--- config.mk ---
export PLATFORM = sky130hd
export DESIGN_NAME = hazard_ctrl
export DESIGN_NICKNAME = d
export VERILOG_FILES = /design/src/rtl/hazard_ctrl_pkg.sv /design/src/rtl/hazard_perf_cnt.sv /design/src/rtl/hazard_ctrl.sv
export SDC_FILE = /design/constraint.sdc
export NUM_CORES = 1
export LEC_CHECK = 0
export ABC_AREA = 1
export BUFFER_PORTS_ARGS = -buffer_cell sky130_fd_sc_hd__buf_2
export CAP_MARGIN = 10
export CORE_ASPECT_RATIO = 0.6
export CORE_MARGIN = 10
export CORE_UTILIZATION = 40
export CTS_BUF_LIST = sky130_fd_sc_hd__clkbuf_4
export CTS_CLUSTER_DIAMETER = 200
export DETAILED_ROUTE_END_ITERATION = 12
export SYNTH_ARGS = -nofsm -noshare
export SYNTH_HDL_FRONTEND = slang
export SYNTH_HIERARCHICAL = 1
export SYNTH_SLANG_ARGS = --single-unit
--- constraint.sdc ---
create_clock -name clk -period 2.4 [get_ports clk]
set_input_delay 0.24 -clock clk [delete_from_list [all_inputs] [get_ports clk]]
set_output_delay 0.24 -clock clk [all_outputs]
set_load 0.005 [all_outputs]
--- src/rtl/hazard_ctrl_pkg.sv ---
// Shared pipeline definitions for the RV32I 5-stage core.
// Contents:
//   state_t - hazard sequencer FSM state encoding
//   REG_X0  - architectural zero register index
//   OPC_*   - major opcodes already used by the pipeline registers
package hazard_ctrl_pkg;

  typedef enum logic [1:0] {
    ST_RUN      = 2'd0,
    ST_MEM_WAIT = 2'd1,
    ST_ERROR    = 2'd2
  } state_t;

  localparam logic [4:0] REG_X0 = 5'd0;

  localparam logic [6:0] OPC_LOAD   = 7'b0000011;
  localparam logic [6:0] OPC_STORE  = 7'b0100011;
  localparam logic [6:0] OPC_BRANCH = 7'b1100011;
  localparam logic [6:0] OPC_JAL    = 7'b1101111;
  localparam logic [6:0] OPC_JALR   = 7'b1100111;
  localparam logic [6:0] OPC_OP     = 7'b0110011;
  localparam logic [6:0] OPC_OP_IMM = 7'b0010011;

endpackage

--- src/rtl/hazard_perf_cnt.sv ---
// Stall / flush performance counters for the hazard sequencer.
// Ports:
//   clk_i           - system clock
//   clr_i           - synchronous clear of both counters
//   stall_inc_i     - count one stall cycle
//   flush_inc_i     - count one redirect flush
//   stall_cycles_o  - stall cycle count (wraps)
//   flush_events_o  - redirect flush count (wraps)
module hazard_perf_cnt #(
  parameter int CNT_W = 32
) (
  input  logic             clk_i,
  input  logic             clr_i,
  input  logic             stall_inc_i,
  input  logic             flush_inc_i,
  output logic [CNT_W-1:0] stall_cycles_o,
  output logic [CNT_W-1:0] flush_events_o
);

  logic [CNT_W-1:0] stall_q, stall_d;
  logic [CNT_W-1:0] flush_q, flush_d;

  // Next-count logic; counters wrap naturally.
  always_comb begin
    stall_d = stall_q;
    flush_d = flush_q;
    if (clr_i) begin
      stall_d = '0;
      flush_d = '0;
    end else begin
      if (stall_inc_i) begin
        stall_d = stall_q + CNT_W'(1);
      end else begin
        stall_d = stall_q;
      end
      if (flush_inc_i) begin
        flush_d = flush_q + CNT_W'(1);
      end else begin
        flush_d = flush_q;
      end
    end
  end

  // Counter registers.
  always_ff @(posedge clk_i) begin
    stall_q <= stall_d;
    flush_q <= flush_d;
  end

  assign stall_cycles_o = stall_q;
  assign flush_events_o = flush_q;

endmodule

--- src/rtl/hazard_ctrl.sv ---
// Central stall/flush sequencer for the 5-stage RV32I pipeline.
// Resolves load-use hazards, EX redirects and multi-cycle dmem waits, with a
// dmem wait watchdog that latches a sticky halt.
// Ports:
//   clk, rst_n (sync, active-low)
//   id_rs1/id_rs2/id_use_rs1/id_use_rs2 - ID source operands
//   ex_rd/ex_is_load/ex_wr_reg_n         - EX destination info
//   ex_redirect                          - EX jump / taken branch
//   dmem_req/dmem_ready                  - MEM stage handshake
//   *_stall / *_flush                    - per-stage hold / bubble enables
//   halt                                 - sticky dmem timeout
//   stall_cycles/flush_events            - performance counters
module hazard_ctrl
  import hazard_ctrl_pkg::*;
#(
  parameter int TIMEOUT = 64,
  parameter int CNT_W   = 32
) (
  input  logic             clk,
  input  logic             rst_n,
  input  logic [4:0]       id_rs1,
  input  logic [4:0]       id_rs2,
  input  logic             id_use_rs1,
  input  logic             id_use_rs2,
  input  logic [4:0]       ex_rd,
  input  logic             ex_is_load,
  input  logic             ex_wr_reg_n,
  input  logic             ex_redirect,
  input  logic             dmem_req,
  input  logic             dmem_ready,
  output logic             pc_stall,
  output logic             if_id_stall,
  output logic             if_id_flush,
  output logic             id_ex_stall,
  output logic             id_ex_flush,
  output logic             ex_mem_stall,
  output logic             mem_wb_flush,
  output logic             halt,
  output logic [CNT_W-1:0] stall_cycles,
  output logic [CNT_W-1:0] flush_events
);

  localparam int WCW = $clog2(TIMEOUT + 1);

  state_t           state_q, state_d;
  logic [WCW-1:0]   wait_q, wait_d;
  logic             lu_s, ms_s, run_rules_s, redirect_fire_s;

  // Next-state and output decode.
  always_comb begin
    lu_s = ex_is_load & ~ex_wr_reg_n & (ex_rd != REG_X0) &
           ((id_use_rs1 & (id_rs1 == ex_rd)) | (id_use_rs2 & (id_rs2 == ex_rd)));
    ms_s = dmem_req & ~dmem_ready;

    state_d         = state_q;
    wait_d          = wait_q;
    run_rules_s     = 1'b0;
    redirect_fire_s = 1'b0;
    pc_stall        = 1'b0;
    if_id_stall     = 1'b0;
    if_id_flush     = 1'b0;
    id_ex_stall     = 1'b0;
    id_ex_flush     = 1'b0;
    ex_mem_stall    = 1'b0;
    mem_wb_flush    = 1'b0;
    halt            = 1'b0;

    case (state_q)
      ST_RUN: begin
        run_rules_s = 1'b1;
      end
      ST_MEM_WAIT: begin
        if (!dmem_ready) begin
          // Pipeline frozen: redirect and load-use wait until release.
          pc_stall     = 1'b1;
          if_id_stall  = 1'b1;
          id_ex_stall  = 1'b1;
          ex_mem_stall = 1'b1;
          mem_wb_flush = 1'b1;
          if (wait_q == WCW'(TIMEOUT - 1)) begin
            state_d = ST_ERROR;
          end else begin
            wait_d = wait_q + WCW'(1);
          end
        end else begin
          // Release cycle behaves as RUN (ms is necessarily 0 here).
          run_rules_s = 1'b1;
          state_d     = ST_RUN;
          wait_d      = '0;
        end
      end
      ST_ERROR: begin
        halt         = 1'b1;
        pc_stall     = 1'b1;
        if_id_stall  = 1'b1;
        id_ex_stall  = 1'b1;
        ex_mem_stall = 1'b1;
        mem_wb_flush = 1'b1;
      end
      default: begin
        state_d = ST_RUN;
        wait_d  = '0;
      end
    endcase

    if (run_rules_s) begin
      if (ms_s) begin
        pc_stall     = 1'b1;
        if_id_stall  = 1'b1;
        id_ex_stall  = 1'b1;
        ex_mem_stall = 1'b1;
        mem_wb_flush = 1'b1;
        state_d      = ST_MEM_WAIT;
        wait_d       = WCW'(1);
      end else if (ex_redirect) begin
        // Redirect beats load-use: the ID instruction is discarded anyway.
        if_id_flush     = 1'b1;
        id_ex_flush     = 1'b1;
        redirect_fire_s = 1'b1;
      end else if (lu_s) begin
        pc_stall    = 1'b1;
        if_id_stall = 1'b1;
        id_ex_flush = 1'b1;
      end else begin
        pc_stall = 1'b0;
      end
    end else begin
      redirect_fire_s = 1'b0;
    end

    if (!rst_n) begin
      pc_stall        = 1'b0;
      if_id_stall     = 1'b0;
      id_ex_stall     = 1'b0;
      ex_mem_stall    = 1'b0;
      if_id_flush     = 1'b1;
      id_ex_flush     = 1'b1;
      mem_wb_flush    = 1'b1;
      halt            = 1'b0;
      redirect_fire_s = 1'b0;
    end else begin
      halt = halt;
    end
  end

  // FSM state and watchdog counter.
  always_ff @(posedge clk) begin
    if (!rst_n) begin
      state_q <= ST_RUN;
      wait_q  <= '0;
    end else begin
      state_q <= state_d;
      wait_q  <= wait_d;
    end
  end

  hazard_perf_cnt #(
    .CNT_W(CNT_W)
  ) u_perf (
    .clk_i          (clk),
    .clr_i          (~rst_n),
    .stall_inc_i    (pc_stall),
    .flush_inc_i    (redirect_fire_s),
    .stall_cycles_o (stall_cycles),
    .flush_events_o (flush_events)
  );

endmodule

==> impl_metrics.json, run 1 <==
{
  "drv_slew": 0,
  "grt_max_degree": 35,
  "r2r_start": "state_q[0]$_SDFF_PN0_",
  "dieWidth_um": 157,
  "rr_worst_depth": 14,
  "area_delta_synth_final_pct": 21.1,
  "r2r_end": "u_perf/stall_cycles_o[24]$_SDFFE_PP0P_",
  "final_hold_viol_count": 0,
  "met1_usage_pct": 23.0,
  "finalSetupViolCount": 0,
  "cts_num_sinks": 73,
  "synth_cell_types": 38,
  "crit_type": "register to output pin",
  "clk_latency_ns": 0.44,
  "clkSlewWorstSetupHoldPaths_ns": 0.12,
  "globalRouteOverflowTotal": 0,
  "worstHoldPathCells": 5,
  "via_per_inst": 4.98,
  "gr-max-usage-layer": "met2",
  "maxCapViolCount": 0,
  "drive_gt1_share_pct": 25.2,
  "gr-usage-met2_pct": 24.4,
  "vias": 4818,
  "cts_tree": "yes",
  "yosysWarnings": 6,
  "cp-start-kind": "register",
  "avgSynthCellArea_um2": 6.28,
  "cp_max_fo": 4,
  "hp-start": "rst_n",
  "fin_ws_ns": 0.152,
  "syn_nets": 750,
  "antenna_found_initial": 0,
  "gr-usage-met3_pct": 5.91,
  "ys_seq_area_share_pct": 32.3,
  "fin_crit_sh_pct": 93.7,
  "grt_pass1_vias": 4344,
  "run_status": "complete, no violations",
  "final_cells": 968,
  "seq_area_um2": 1470,
  "cp_data_arrival_time_ns": 2.01,
  "syn-cell-area_um2": 4520,
  "cts-htree-levels": 3,
  "rrSetupSlack_ns": 0.15,
  "placementRows": 29,
  "synth_cells": 719,
  "track_usage_pct": 16.7,
  "clockBufferDepth": 2,
  "cp-end-kind": "output pin",
  "synth_seq_cells": 73,
  "routed_wl_um": 13900,
  "diodes": 0,
  "io_pins": 96,
  "dp_worst_setup_slack_ns": -0.135,
  "power.density_nw_per_um2": 423,
  "max-slew-margin-rel_pct": 63.2,
  "grt_pass1_wl_um": 21600,
  "multi_input_area_um2": 2740,
  "nets": 856,
  "routabilityCongestion": 0.876,
  "synth_flop_cell": "dfxtp_1",
  "fin_tns_setup_ns": 0,
  "whs_endpoint": "wait_q[5]$_SDFF_PN0_",
  "min_path_type": "input port to register",
  "leakagePower_nw": 2.46,
  "p_total_mw": 2.31,
  "drtPass1Iterations": 5,
  "final.min_clock_period_ns": 2.25,
  "wl_per_cell_um": 14.4,
  "root_buffer": "clkbuf_4",
  "die_area_um2": 16100,
  "dieHeight_um": 102,
  "async_flop_share_pct": 0,
  "synth-edff-count": 0,
  "peakVddDrop_mv": 0.203,
  "final_common_cell": "nand2_1",
  "place_hpwl_um": 10800,
  "cts_buffers": 9,
  "worst_pin_slew_ns": 0.551,
  "layout_common_cells": "175 x nand2_1, 131 x nor2_1, 95 x buf_2",
  "drt_iter0_markers": 329,
  "drc": 0,
  "post-place-cells": 948,
  "max_freq_ghz": 0.445,
  "required_ns": 2.16,
  "hold_ws_ns": 0.256,
  "cts_hold_buf": 0,
  "fp.coreArea_um2": 10800,
  "ant_nets": 0,
  "port_buffers": 95,
  "initial_core_util_pct": 41.8,
  "nFillCells": 1129,
  "fin_skew_ns": 0.0164
}
-- power by group --
group,internal [mW],switching [mW]
clock network,0.411,0.462
logic,0.0814,0.125
registers,1.22,0.0132
total,1.71,0.601
-- sequential cells by signal (all words and copies together) (netlist names) --
signal and count:
state_q 2, u_perf/flush_events_o 32, u_perf/stall_cycles_o 32, wait_q 7
-- timing repair --
action,in CTS,in global routing
setup endpoints to repair,18,43
pin swaps,0,13
cloned,0,1
gates resized for setup,5,32
setup buffers,0,4
-- per-layer routing --
layer	vias up	part of all wire, %
li1	2479	-
met1	2154	48
met2	177	41
met3	8	9.9
met4	0	0.72
met5	-	0
-- synth_stat cells (3+ instances only) --
master	instances	area share, %
ha_1	7	1.9
nand3_1	47	5.2
inv_2	7	0.58
nand3_2	7	1.6
nand3b_1	4	0.66
inv_1	92	7.6
nor2_2	14	1.9
nor3_1	4	0.44
a21oi_1	39	4.3
o21a_1	3	0.50
buf_4	3	0.50
o21ai_0	21	2.3
nor2_4	12	3.0
nor2_1	137	11
nand2_2	16	2.2
dfxtp_1	73	32
nand4_1	22	3.0
nand2_1	178	15
buf_2	6	0.66
-- cells by family after synthesis --
| group | Yosys count | synth area share, % |
|---|---|---|
| DFF | 73 | 32.3 |
| and+or+nand+nor | 448 | 45.8 |
| buffers and inverters | 110 | 9.55 |
| xor gates and xnor gates | 4 | 0.776 |
| AOI/OAI and AO/OA | 77 | 9.55 |
| adders and majority gates | 7 | 1.94 |
-- layout make-up --
class                      instances  area share (%)
timing repair buffer             105            10.4
inverter                          99            6.88
tap                              139            3.18
clock buffer                       9            1.23
sequential                        73            26.8
clock inverter                     6            1.53
multi-input combinational        537            50.0
-- how the worst max path moves through the flow --
stage	end	start
after detailed placement	u_perf/stall_cycles_o[26]$_SDFFE_PP0P_	state_q[0]$_SDFF_PN0_
after global routing	u_perf/stall_cycles_o[24]$_SDFFE_PP0P_	state_q[0]$_SDFF_PN0_
after global placement	u_perf/stall_cycles_o[24]$_SDFFE_PP0P_	state_q[0]$_SDFF_PN0_
after floorplan	u_perf/stall_cycles_o[24]$_SDFFE_PP0P_	state_q[0]$_SDFF_PN0_
final	pc_stall	state_q[0]$_SDFF_PN0_
after CTS	pc_stall	state_q[1]$_SDFF_PN0_
-- worst max-delay path: stages (launching register included) --
cell	delay, ns
dfxtp_4	0.40
inv_4	0.05
ha_4	0.25
a21boi_4	0.18
inv_2	0.06
o21ai_2	0.14
inv_2	0.06
a21oi_4	0.21
buf_6	0.14
buf_2	0.11
-- stage by stage --
| stage | instance area, um^2 | utilization [%] |
|---|---|---|
| 6_report | 5470 | 50.6 |
| 4_1_cts | 5330 | 49.3 |
| 3_3_place_gp | 5160 | 47.8 |
| 3_5_place_dp | 5160 | 47.8 |
| 5_1_grt | 5470 | 50.6 |
| 2_1_floorplan | 4520 | - |
Power figures use the tool's default switching activity.
==> run 2, diff against run 1 <==
--- a/config.mk
+++ b/config.mk
@@ -5,7 +5,6 @@
 export SDC_FILE = /design/constraint.sdc
 export NUM_CORES = 1
 export LEC_CHECK = 0
-export ABC_AREA = 1
 export BUFFER_PORTS_ARGS = -buffer_cell sky130_fd_sc_hd__buf_2
 export CAP_MARGIN = 10
 export CORE_ASPECT_RATIO = 0.6
==> run 2 against run 1 <==
Against the previous run: the flow now finishes with violations (negative setup slack); via count fell by 18%; synthesized area fell by 16%; clock power fell by 29%; critical path depth rose by 2; power fell by 12%; wire length fell by 17%; utilization rose by 3.3 points; combinational power fell by 14%; largest cell class unchanged.
==> impl_metrics.json, run 2 <==
{
  "run_status": "complete, but fails checks",
  "violations": "negative setup slack",
  "dp_worst_setup_slack_ns": -0.481,
  "fin_ws_ns": -0.222,
  "final_area_um2": 4970,
  "drt_iter0_markers": 237,
  "ant_nets": 0,
  "leakagePower_nw": 1.89,
  "synth_flop_cell": "dfxtp_1",
  "routed_wl_um": 11600,
  "max-slew-margin-rel_pct": 48.0,
  "synth_top_area_share_pct": 38.5,
  "required_ns": 2.77,
  "yosysWarnings": 6,
  "switchingPower_mw": 0.510,
  "drive_gt1_share_pct": 35.7,
  "die_area_um2": 13900,
  "power.sequential.fraction_pct": 60.5,
  "dieHeight_um": 95.4,
  "grt_pass1_vias": 3811,
  "crit_type": "register to register",
  "final_hold_viol_count": 0,
  "power.density_nw_per_um2": 408,
  "final_common_cell": "buf_2",
  "avgSynthCellArea_um2": 8.32,
  "cts_tree": "yes",
  "power_frac_clock_pct": 30.7,
  "grt_pass1_wl_um": 18800,
  "cp-end-kind": "register",
  "placed_cell_area_um2": 4580,
  "synth_common_cells": "73 x dfxtp_1, 44 x a21oi_1, 36 x nor2_1",
  "layout_common_cells": "95 x buf_2, 71 x dfxtp_1, 41 x a21oi_1",
  "maxCapViolCount": 0,
  "synth-edff-count": 0,
  "grt_setup_unrepaired": "true",
  "drc": 0,
  "fp.coreArea_um2": 9220,
  "p_int_mw": 1.52,
  "synth_cells": 456,
  "root_buffer": "clkbuf_4",
  "via_per_inst": 5.55,
  "globalRouteOverflowTotal": 0,
  "vias": 3953,
  "clk_latency_ns": 0.43,
  "finalSetupViolCount": 28,
  "cp-start-kind": "register",
  "grt_max_degree": 71,
  "ys_seq_area_share_pct": 38.5,
  "cp_data_arrival_time_ns": 2.99,
  "clkSlewWorstSetupHoldPaths_ns": 0.11,
  "clockBufferDepth": 2,
  "cts_hold_buf": 0,
  "synth_seq_cells": 73,
  "port_buffers": 95,
  "cts_buffers": 9,
  "initial_core_util_pct": 41.1,
  "fin_skew_ns": 0.0158,
  "drtPass1Iterations": 5,
  "synth.most_common_cell": "dfxtp_1",
  "track_usage_pct": 16.1,
  "peakVddDrop_mv": 0.205,
  "routabilityCongestion": 0.791,
  "syn_nets": 487,
  "cp_max_fo": 8,
  "fin_tns_setup_ns": -2.59,
  "nFillCells": 889,
  "diodes": 0,
  "combPwrFrac_pct": 8.8,
  "nets": 611,
  "multi_input_area_um2": 2390,
  "area_delta_synth_final_pct": 31.1,
  "syn-cell-area_um2": 3790,
  "ys_top_cells_by_area": "dfxtp_1 39%, a21oi_1 5.8%, or4_1 5.5%",
  "cts_num_sinks": 73,
  "worst_pin_slew_ns": 0.780,
  "wl_per_cell_um": 16.3,
  "io_pins": 96,
  "placementRows": 27,
  "drv_slew": 0,
  "power_switching_share_pct": 25.1,
  "p_total_mw": 2.03,
  "final.min_clock_period_ns": 2.62,
  "yosys.area.top_type": "dfxtp_1",
  "place_hpwl_um": 8130,
  "cts-htree-levels": 3,
  "async_flop_share_pct": 0,
  "fin_crit_sh_pct": 109,
  "seq_area_um2": 1460,
  "max_freq_ghz": 0.381,
  "dieWidth_um": 146,
  "min_path_type": "input port to register",
  "antenna_found_initial": 0,
  "synth_cell_types": 50
}
-- run 2: changes by cell type in the layout (fill, tap and decap cells not counted), sizes merged, moves of 11 or more --
cell	delta
and4	+12
buf	+32
inv	-86
nand2	-164
nand3	-29
nor2	-129
o31ai	+24
or3	+11
or4	+29
xnor2	+21
-- run 2: layout make-up --
type / count / share of cell area, %
sequential: 73 / 29.4
tap: 130 / 3.27
inverter: 13 / 1.03
clock buffer: 11 / 1.66
timing repair buffer: 137 / 16.3
multi-input combinational: 346 / 48.1
clock inverter: 2 / 0.176
-- run 2: worst max-delay path, stage by stage, from the launching register on --
cell	delay [ns]
dfxtp_2	0.37
inv_4	0.05
ha_4	0.27
a21oi_2	0.03
nand2_1	0.06
o211ai_1	0.12
a31oi_2	0.24
buf_4	0.17
nand3_4	0.07
or4_4	0.50
or4_4	0.54
a21oi_2	0.14
-- run 2: per-layer routing --
metal	share of wire (%)	vias up	GRT usage, %
met2	44	104	24.1
met5	0	-	0
li1	-	1951	-
met1	49	1889	21.8
met4	0.50	0	3.60
met3	6.3	9	5.91
-- run 2: power by group through the flow --
stage	logic (mW)	clock network (mW)	registers (mW)
6_report	0.179	0.622	1.23
3_3_place_gp	0.161	0	1.25
3_5_place_dp	0.167	0	1.25
2_1_floorplan	0.0940	0	1.25
4_1_cts	0.172	0.645	1.23
5_1_grt	0.196	0.699	1.23
-- run 2: repair_timing --
| item | CTS | global route |
|---|---|---|
| resized for setup | 10 | 39 |
| setup endpoints to repair | 35 | 42 |
| pin swaps | 6 | 17 |
| cloned | 1 | 0 |
| buffers inserted | 1 | 13 |
-- run 2: per-stage QoR --
stage | util, % | hold WS [ns] | std cells
finish | 53.9 | 0.211 | 712
global route | 53.9 | 0.176 | 712
detailed placement | 49.6 | 0.431 | 684
global placement | 49.6 | 0.414 | 684
floorplan | - | 0.367 | 456
CTS | 51.3 | 0.185 | 699
-- run 2: path summary, 6_finish.rpt --
| path | start | end | slack (ns) | depth (start not counted) |
|---|---|---|---|---|
| min | rst_n | state_q[1]$_SDFF_PN0_ | 0.21 | 4 |
| max | state_q[0]$_SDFF_PN0_ | u_perf/stall_cycles_o[28]$_SDFFE_PP0P_ | -0.22 | 11 |
| min reg2reg | wait_q[6]$_SDFF_PN0_ | wait_q[6]$_SDFF_PN0_ | 0.44 | 2 |
| max reg2reg | state_q[0]$_SDFF_PN0_ | u_perf/stall_cycles_o[28]$_SDFFE_PP0P_ | -0.22 | 11 |
-- run 2: cell families after synthesis --
kind of cell	share of synthesized area (%)
and+or+nand+nor	30.3
buffers and inverters	4.25
adders and majority gates	2.31
AOI/OAI and AO/OA	15.3
muxes	1.42
DFF	38.5
xor gates and xnor gates	7.85
==> run 3, diff against run 2 <==
--- a/config.mk
+++ b/config.mk
@@ -13,7 +13,9 @@
 export CTS_BUF_LIST = sky130_fd_sc_hd__clkbuf_4
 export CTS_CLUSTER_DIAMETER = 200
 export DETAILED_ROUTE_END_ITERATION = 12
+export SETUP_SLACK_MARGIN = 0.02
 export SYNTH_ARGS = -nofsm -noshare
 export SYNTH_HDL_FRONTEND = slang
 export SYNTH_HIERARCHICAL = 1
 export SYNTH_SLANG_ARGS = --single-unit
+export TNS_END_PERCENT = 10
==> constraint.sdc (replaced) <==
create_clock -name clk -period 2.6 [get_ports clk]
set_input_delay 0.26 -clock clk [delete_from_list [all_inputs] [get_ports clk]]
set_output_delay 0.26 -clock clk [all_outputs]
set_load 0.005 [all_outputs]
==> run 3 against run 2 <==
Against the previous run: the run still ends with negative setup slack left; clock power grew 10%; clock skew is essentially flat; first-iteration DRC count grew 3.8%; sequential cell count is the same; sequential power shrank 8%; wire length shrank 2.3%; worst hold slack lost 0.079 ns; final cell count shrank 1.4%; sequential share of layout area grew 1.1 points; die area is the same; global-route usage shrank 0.26 points; via count shrank 1.1%; critical endpoint is now u_perf/stall_cycles_o[16]$_SDFFE_PP0P_.
==> impl_metrics.json, run 3 (synthesis results as in run 2) <==
{
  "initial_core_util_pct": 41.1,
  "root_buffer": "clkbuf_4",
  "dp_worst_setup_slack_ns": -0.287,
  "cp-start-kind": "register",
  "max-slew-margin-rel_pct": 47.7,
  "io_pins": 96,
  "final_hold_viol_count": 0,
  "grt_pass1_wl_um": 18400,
  "path_cells": "inv_4 -> ha_4 -> a21oi_2 -> nand2_1 -> o211ai_1 -> a31oi_1 -> buf_4 -> nand3_4 -> or4_4 -> or4_4 -> a21oi_2",
  "port_buffers": 95,
  "antenna_found_initial": 0,
  "hold_ws_ns": 0.132,
  "drv_slew": 0,
  "clk_latency_ns": 0.44,
  "cp_data_arrival_time_ns": 2.98,
  "violations": "negative setup slack",
  "fin_skew_ns": 0.0160,
  "path_buf_inv": 2,
  "grt_max_degree": 71,
  "peakVddDrop_mv": 0.273,
  "die_area_um2": 13900,
  "drt_iter0_markers": 246,
  "required_ns": 2.97,
  "clockBufferDepth": 2,
  "diodes": 0,
  "worst_path_largest_cell_delay_ns": 0.56,
  "fp.coreArea_um2": 9220,
  "drc": 0,
  "vias": 3908,
  "routed_wl_um": 11300,
  "ant_nets": 0,
  "min_path_type": "input port to register",
  "routabilityCongestion": 0.808,
  "p_total_mw": 1.98,
  "fin_tns_setup_ns": -0.0169,
  "place_hpwl_um": 7950,
  "cts-htree-levels": 3,
  "final_common_cell": "buf_2",
  "power.density_nw_per_um2": 413,
  "dieWidth_um": 146,
  "cp-end-kind": "register",
  "via_per_inst": 5.57,
  "wl_per_cell_um": 16.1,
  "worst_pin_slew_ns": 0.784,
  "area_delta_synth_final_pct": 26.6,
  "drtPass1Iterations": 5,
  "finalSetupViolCount": 2,
  "clkSlewWorstSetupHoldPaths_ns": 0.11,
  "globalRouteOverflowTotal": 0,
  "layout_common_cells": "96 x buf_2, 71 x dfxtp_1, 42 x a21oi_1",
  "fin_crit_sh_pct": 101,
  "final.min_clock_period_ns": 2.61,
  "run_status": "complete, but fails checks",
  "crit_type": "register to register",
  "cts_num_sinks": 73,
  "cts_tree": "yes",
  "maxCapViolCount": 0,
  "track_usage_pct": 15.9,
  "dieHeight_um": 95.4,
  "cts_hold_buf": 0,
  "cp_max_fo": 8,
  "critical-path-top-delay-family": "simple AND/OR/NAND/NOR gates",
  "nets": 598,
  "leakagePower_nw": 1.82,
  "max_freq_ghz": 0.382,
  "fin_ws_ns": -0.0145,
  "cpMaxStageDelayCell": "or4_4",
  "grt_pass1_vias": 3676,
  "drive_gt1_share_pct": 30.1,
  "nFillCells": 900,
  "cts_buffers": 9,
  "placementRows": 27,
  "grt_setup_unrepaired": "true"
}
## run 3: path summary, 6_finish.rpt
check / slack (ns) / cells past startpoint / from / to
worst min register to register: 0.44 / 2 / wait_q[6]$_SDFF_PN0_ / wait_q[6]$_SDFF_PN0_
worst max register to register: -0.01 / 11 / state_q[1]$_SDFF_PN0_ / u_perf/stall_cycles_o[16]$_SDFFE_PP0P_
worst min-delay path: 0.13 / 3 / rst_n / state_q[1]$_SDFF_PN0_
worst max-delay path: -0.01 / 11 / state_q[1]$_SDFF_PN0_ / u_perf/stall_cycles_o[16]$_SDFFE_PP0P_
## run 3: final cells by class
class | count | area, um^2 | area share (%)
multi-input combinational | 346 | 2290 | 47.8
tap | 130 | 163 | 3.39
sequential | 73 | 1470 | 30.5
clock inverter | 6 | 48.8 | 1.02
clock buffer | 10 | 75.1 | 1.56
timing repair buffer | 124 | 702 | 14.6
inverter | 13 | 53.8 | 1.12
## run 3: worst min-delay path, cell delays in order
cell	delay [ns]
buf_2	0.14
nand2_1	0.09
nor2_1	0.05
## run 3: per-layer routing
metal  wire (um)  vias to the layer above  GRT usage, %
li1            -                     1909             -
met2        4540                      134          22.5
met4          82                        0          3.02
met5           0                        -             0
met1        5730                     1854          21.3
met3         968                       11          7.99
## run 3: metrics by stage
| stage | cells | utilization, % | cell area (um^2) |
|---|---|---|---|
| final | 702 | 52.1 | 4800 |
| after global routing | 702 | 52.1 | 4800 |
| after CTS | 698 | 51.0 | 4700 |
| after detailed placement | 679 | 49.2 | 4540 |
| after global placement | 679 | 49.2 | 4540 |
| after floorplan | 456 | - | 3870 |
## run 3: report_power, final
part / total (mW) / leakage, nW / internal, mW / switching, mW
clock: 0.687 / 0.0680 / 0.289 / 0.398
combinational: 0.164 / 1.16 / 0.0767 / 0.0876
sequential: 1.13 / 0.590 / 1.12 / 0.00839
## run 3: timing repair
action,4_1_cts,5_1_grt
gates resized for setup,4,19
cloned,1,1
setup buffers,2,3
pin swaps,9,5
setup endpoints to repair,22,30
